File: src/rtl/instruction_sequencer.sv
// ----------------------------------------------------------------------------
// instruction_sequencer
//
// Front end for a single-cycle MIPS datapath. Owns the PC, fetches one 32-bit
// word per instruction from an instruction memory over a req/ready handshake,
// and presents it to the datapath for exactly one EXEC cycle. Because the
// datapath writes its register file every clock, a NOP is driven whenever no
// real instruction is being executed.
//
// Ports:
//   clk, reset        clock and synchronous active-high reset
//   start             pulse: run from PC 0 (also restarts from HALT)
//   step              pulse: execute one instruction at the current PC
//   abort             level: stop a run at the next fetch or execute edge
//   imem_req/addr     fetch request and word address (addr = pc)
//   imem_ready/rdata  memory accept and data, valid in the same cycle
//   instruction       word to the datapath (NOP outside real EXEC cycles)
//   instr_valid       high in the cycle a real instruction is driven
//   pc                current program counter
//   busy / halted     state decodes: FETCH|EXEC / HALT
//   instr_count       retired instructions, saturating at all-ones
//
// Optional build macro SEQ_BREAKPOINT_EN adds bp_enable, bp_addr and the
// registered pulse bp_hit. A fetch entered with pc == bp_addr is suppressed
// (no request) and the sequencer returns to IDLE with pc left at bp_addr.
// A fetch entered through step never trips the breakpoint, so stepping off a
// breakpoint executes that instruction.
// ----------------------------------------------------------------------------
module instruction_sequencer #(
  parameter int          ADDR_WIDTH = 8,
  parameter int          CNT_WIDTH  = 16,
  parameter logic [31:0] NOP_INSTR  = 32'h0000_0000,
  parameter logic [31:0] HALT_INSTR = 32'hFFFF_FFFF
) (
  input  logic                  clk,
  input  logic                  reset,
  input  logic                  start,
  input  logic                  step,
  input  logic                  abort,
  output logic                  imem_req,
  output logic [ADDR_WIDTH-1:0] imem_addr,
  input  logic                  imem_ready,
  input  logic [31:0]           imem_rdata,
  output logic [31:0]           instruction,
  output logic                  instr_valid,
  output logic [ADDR_WIDTH-1:0] pc,
  output logic                  busy,
  output logic                  halted,
  output logic [CNT_WIDTH-1:0]  instr_count
`ifdef SEQ_BREAKPOINT_EN
  ,
  input  logic                  bp_enable,
  input  logic [ADDR_WIDTH-1:0] bp_addr,
  output logic                  bp_hit
`endif
);

  localparam logic [1:0] S_IDLE  = 2'd0;
  localparam logic [1:0] S_FETCH = 2'd1;
  localparam logic [1:0] S_EXEC  = 2'd2;
  localparam logic [1:0] S_HALT  = 2'd3;

  localparam logic MODE_RUN  = 1'b0;
  localparam logic MODE_STEP = 1'b1;

  localparam logic [ADDR_WIDTH-1:0] PC_ONE  = {{(ADDR_WIDTH-1){1'b0}}, 1'b1};
  localparam logic [CNT_WIDTH-1:0]  CNT_ONE = {{(CNT_WIDTH-1){1'b0}}, 1'b1};
  localparam logic [CNT_WIDTH-1:0]  CNT_MAX = {CNT_WIDTH{1'b1}};

  logic [1:0]            state_q, state_d;
  logic [ADDR_WIDTH-1:0] pc_q, pc_d;
  logic [CNT_WIDTH-1:0]  cnt_q, cnt_d;
  logic [31:0]           ir_q, ir_d;
  logic                  mode_q, mode_d;
  logic [ADDR_WIDTH-1:0] pc_inc;
  logic                  ir_is_halt;

`ifdef SEQ_BREAKPOINT_EN
  // bp_pend_q is the breakpoint verdict captured on entry to FETCH, so a
  // bp_addr change while waiting on memory cannot retrigger mid-transfer.
  logic bp_pend_q, bp_pend_d;
  logic bp_hit_q, bp_hit_d;
`endif

  assign pc_inc     = pc_q + PC_ONE;
  assign ir_is_halt = (ir_q == HALT_INSTR);

  always_comb begin
    state_d = state_q;
    pc_d    = pc_q;
    cnt_d   = cnt_q;
    ir_d    = ir_q;
    mode_d  = mode_q;
`ifdef SEQ_BREAKPOINT_EN
    bp_pend_d = bp_pend_q;
    bp_hit_d  = 1'b0;
`endif
    case (state_q)
      S_IDLE, S_HALT: begin
        // start wins over step; HALT only responds to start.
        if (start) begin
          pc_d    = '0;
          cnt_d   = '0;
          mode_d  = MODE_RUN;
          state_d = S_FETCH;
`ifdef SEQ_BREAKPOINT_EN
          bp_pend_d = bp_enable && (bp_addr == '0);
`endif
        end else if (step && (state_q == S_IDLE)) begin
          mode_d  = MODE_STEP;
          state_d = S_FETCH;
`ifdef SEQ_BREAKPOINT_EN
          bp_pend_d = 1'b0;
`endif
        end
      end
      S_FETCH: begin
        if (abort) begin
          state_d = S_IDLE;
`ifdef SEQ_BREAKPOINT_EN
          bp_pend_d = 1'b0;
        end else if (bp_pend_q) begin
          state_d   = S_IDLE;
          bp_pend_d = 1'b0;
          bp_hit_d  = 1'b1;
`endif
        end else if (imem_ready) begin
          ir_d    = imem_rdata;
          state_d = S_EXEC;
`ifdef SEQ_BREAKPOINT_EN
          bp_pend_d = 1'b0;
`endif
        end
      end
      S_EXEC: begin
        if (ir_is_halt) begin
          state_d = S_HALT;
        end else begin
          pc_d = pc_inc;
          if (cnt_q != CNT_MAX) cnt_d = cnt_q + CNT_ONE;
          if ((mode_q == MODE_STEP) || abort) begin
            state_d = S_IDLE;
          end else begin
            state_d = S_FETCH;
`ifdef SEQ_BREAKPOINT_EN
            bp_pend_d = bp_enable && (pc_inc == bp_addr);
`endif
          end
        end
      end
      default: state_d = S_IDLE;
    endcase
  end

  always_ff @(posedge clk) begin
    if (reset) begin
      state_q <= S_IDLE;
      pc_q    <= '0;
      cnt_q   <= '0;
      ir_q    <= NOP_INSTR;
      mode_q  <= MODE_RUN;
`ifdef SEQ_BREAKPOINT_EN
      bp_pend_q <= 1'b0;
      bp_hit_q  <= 1'b0;
`endif
    end else begin
      state_q <= state_d;
      pc_q    <= pc_d;
      cnt_q   <= cnt_d;
      ir_q    <= ir_d;
      mode_q  <= mode_d;
`ifdef SEQ_BREAKPOINT_EN
      bp_pend_q <= bp_pend_d;
      bp_hit_q  <= bp_hit_d;
`endif
    end
  end

  // Outputs are pure state decodes so a reset edge clears them all at once.
`ifdef SEQ_BREAKPOINT_EN
  assign imem_req = (state_q == S_FETCH) && !bp_pend_q;
  assign bp_hit   = bp_hit_q;
`else
  assign imem_req = (state_q == S_FETCH);
`endif
  assign imem_addr   = pc_q;
  assign instr_valid = (state_q == S_EXEC) && !ir_is_halt;
  assign instruction = instr_valid ? ir_q : NOP_INSTR;
  assign pc          = pc_q;
  assign busy        = (state_q == S_FETCH) || (state_q == S_EXEC);
  assign halted      = (state_q == S_HALT);
  assign instr_count = cnt_q;

endmodule

File: config.mk
export PLATFORM = sky130hd
export DESIGN_NAME = instruction_sequencer
export DESIGN_NICKNAME = d
export VERILOG_FILES = /design/src/rtl/instruction_sequencer.sv
export SDC_FILE = /design/constraint.sdc
export NUM_CORES = 1
export LEC_CHECK = 0
export CAP_MARGIN = 10
export CORE_MARGIN = 3
export CORE_UTILIZATION = 41
export CTS_BUF_LIST = sky130_fd_sc_hd__clkbuf_4 sky130_fd_sc_hd__clkbuf_8 sky130_fd_sc_hd__clkbuf_16
export CTS_CLUSTER_DIAMETER = 40
export DETAILED_ROUTE_END_ITERATION = 8
export PLACE_DENSITY = 0.74
export RECOVER_POWER = 25
export SYNTH_ARGS = -nofsm -noshare
export SYNTH_HDL_FRONTEND = slang
export SYNTH_SLANG_ARGS = --single-unit
File: constraint.sdc
create_clock -name clk -period 2 [get_ports clk]
set_input_delay 0.4 -clock clk [delete_from_list [all_inputs] [get_ports clk]]
set_output_delay 0.4 -clock clk [all_outputs]
set_load 0.1 [all_outputs]
==> results.txt <==
- The number of antenna violations at the first check in global routing is 0.
- STA classifies the critical path endpoint as an output pin.
- Sum of internal, switching and leakage power: 2.77 mW
- Worst-Margin Slew: 0.551 ns
- The final route contains 3394 vias.
* Height of the die: 93.6 um
- Derived from the worst setup path, the maximum achievable clock frequency is 0.438 GHz.
* Layout Skew: 0.00674 ns
- The share of total power dissipated in combinational logic is 0.178.
* Final worst setup slack: -0.281 ns
- Once placement completed, the tool counted placed cells totaling 602.
- Violated checks: setup timing
- Along the worst path, the maximum fanout reaches 21.
- Area Overhead vs Synth: 64.5%
- Detailed Route WL: 9.73 mm
- In the final design database the tool counted 564 nets.
- TritonCTS sink count: 59
* Commonest cells after routing, fill and taps aside: sky130_fd_sc_hd__nand2_1 (94), sky130_fd_sc_hd__buf_12 (43), sky130_fd_sc_hd__a21oi_1 (42)
* Total count of hold-check failures in the final report: 0
* Final critical-path share of the clock period: 1.14
* Critical Path RT: 1.60 ns
- Routed wire per std cell: 15.6 um
- TritonCTS built the clock tree.
* Effective utilization at floorplan: 0.429
* Worst-case reg-to-reg path depth: 8
- The number of global-route vias before repair was 3284.
- 0 antenna diodes ended up in the layout.
* Unrepaired setup endpoints after global routing: true
- After detailed routing, the number of remaining DRC violations is 0.
- Standard-cell rows: 31
- After detailed routing, the number of vias per cell comes to 5.44.
- CP cell instances: nand4_1, nor4_4, a21oi_4, buf_12, and2_4, buf_12
* Die X: 93.6 um
- Counting stages on the worst path, the most repeated cell is sky130_fd_sc_hd__buf_12.
* Placed Instance Area: 4950 um^2
- Reg-to-reg slack, setup: 0.02 ns
* Most common library cell in the layout ignoring fill and taps: sky130_fd_sc_hd__nand2_1
- Number of standard cells after synthesis: 399
* Fraction of the yosys area taken by sequential cells: 0.376
* Cell type of the slowest stage on the worst timing path: sky130_fd_sc_hd__dfxtp_1
* Depth of the worst hold-timing path: 4
- The H-tree was split into 3 levels.
- Number of buffers between clock root and the deepest sink: 2
* Fraction of power spent switching nets: 0.278
- Buffers inserted to repair hold after CTS numbered 0.
* Final count of negative-setup-slack endpoints: 33
- Clock latency on the worst-skew pair, taken at its later pin, is 0.34 ns.
* Number of top-level pins: 106
- WP data arrival: 1.88 ns
* Area of the mapped netlist: 3140 um^2
- Power dissipated by switching net loads: 0.771 mW
- Number of storage elements in the synthesis netlist: 59
* First-pass iteration count of the detailed router: 4
* Layout cell share with drive strength beyond 1: 0.429
- Wire length of the first global-routing pass: 15.5 mm
- Max-slew violation count: 0
- Of the total power, the clock network draws 0.378.
- The die covers 8750 um^2.
- Entering global routing, the biggest net connects 33 pins.
* Antenna-violating nets left: 0
- The wire-length estimate of the detail-placed layout is 6.84 mm.
- Total congestion overflow after global routing: 0
- Number of buffers added by the clock tree synthesis step: 9
- Post-placement setup slack: 0.00363 ns
- Cell at the root of the clock tree: sky130_fd_sc_hd__clkbuf_8
- After routing the design area is 5170 um^2.
* Pint: 2.00 mW
- Clock-pin slew was measured on the worst setup and hold paths at 0.07 ns.
* Final core area utilization: 0.705
- Synthesized Nets: 443
* Power Density: 536 nW/um^2
* Synth warnings: 0
- The smallest clock period supported by the final layout is computed as 2.28 ns.
* Routability-driven placement congestion ratio: 0.832
- Async SR Flop Fraction: 0
- Commonest register cell after synthesis: sky130_fd_sc_hd__dfxtp_1
- Post-layout instance count excluding filler cells: 624
* Part of the total power dissipated in sequential elements: 0.443
- Yosys mapped a number of flops with a built-in enable equal to 0.
* Core Area: 7330 um^2
- Maximum single-stage delay on the critical path: 0.37 ns
- The run finished, with violations left.
- The worst pin sits at a relative slew slack of 0.634.
- Worst setup path class: reg2out
* Element type at the critical path start: flip-flop
- Buffers placed on the I/O ports in this run total 105.
* Unique cell type count in the Yosys netlist: 55
- For this block, the initial DRC count from the detailed router was 173.
- In this run the mean area of a mapped cell was 7.88 um^2.
- Worst Hold Class: in2reg
- Max-capacitance violation count: 0
* Total routing usage reported by global routing: 0.220
* Leakage: 2.03 nW
- Peak VDD IR: 0.000531 V
logic make-up (layout without fill, tap and decap cells):
| kind of cell | after synthesis | after routing | share of synthesized area |
|---|---|---|---|
| AOI/OAI and AO/OA | 91 | 91 | 0.194 |
| adders and majority gates | 6 | 6 | 0.0239 |
| buffers and inverters | 39 | 163 | 0.0721 |
| DFF | 59 | 59 | 0.376 |
| muxes | 4 | 4 | 0.0143 |
| and+or+nand+nor | 200 | 202 | 0.320 |
sequential cells by signal (all words and copies together) (netlist names):
name	cells
imem_addr	8
instr_count	16
ir_q	32
mode_q	1
state_q	2
Yosys cell counts, drive strengths merged, types with 4 or more instances:
library cell	number	area (um^2)
nand2	96	360
dfxtp	59	1180
a21oi	44	224
and2	33	210
nand4	18	113
clkbuf	17	73.8
buf	14	118
nor2	13	48.8
o211ai	13	111
nand3	10	50.1
inv	7	26.3
or4	7	52.6
a31oi	6	43.8
ha	6	75.1
o21ai	6	30.0
and4	4	35.0
or2	4	25.0
critical path, delay by kind of cell, from the launching register on:
| kind | cells | cell delay, ns |
|---|---|---|
| AO/OA/AOI/OAI | 1 | 0.12 |
| buffers and inverters | 2 | 0.34 |
| flip-flops | 1 | 0.37 |
| AND/OR/NAND/NOR | 3 | 0.71 |
power groups by stage:
stage	Combinational [mW]	Sequential [mW]	Clock, mW
detailed placement	0.485	1.25	0
global route	0.533	1.23	1.11
CTS	0.488	1.23	1.07
finish	0.494	1.23	1.05
global placement	0.481	1.25	0
floorplan	0.281	1.25	0
repair_timing:
item	4_1_cts	5_1_grt
endpoints found under the setup margin	33	40
resized for setup	13	16
cloned	0	2
pin swaps	10	10
endpoints found under the hold margin	0	0
setup buffers	2	2
routing by layer:
layer	part of all wire	vias to the layer above	global-route usage
li1	-	1656	-
met1	0.43	1601	0.286
met2	0.49	119	0.361
met3	0.065	18	0.0346
met4	0.019	0	0.0975
met5	0	-	0
area by class of cell:
class / instances / area (um^2)
Fill cell: 551 / 2160
Sequential cell: 59 / 1240
Multi-Input combinational cell: 303 / 1950
Inverter: 7 / 26.3
Tap cell: 99 / 124
Clock buffer: 12 / 170
Clock inverter: 4 / 21.3
Timing Repair Buffer: 140 / 1630
path summary, 6_finish.rpt:
kind | to | start
max | instruction[31] | ir_q[23]$_SDFFE_PP0P_
min | instr_count[1]$_SDFFE_PP0P_ | reset
max reg2reg | instr_count[13]$_SDFFE_PP0P_ | ir_q[23]$_SDFFE_PP0P_
min reg2reg | ir_q[28]$_SDFFE_PP0P_ | ir_q[28]$_SDFFE_PP0P_
stage by stage:
step                TNS [ns]  hold slack (ns)
finish                 -8.71            0.397
global route          -10.57            0.404
CTS                    -9.04            0.382
detailed placement         0            0.461
global placement           0            0.457
floorplan             -0.346            0.445
Power figures use the tool's default switching activity.
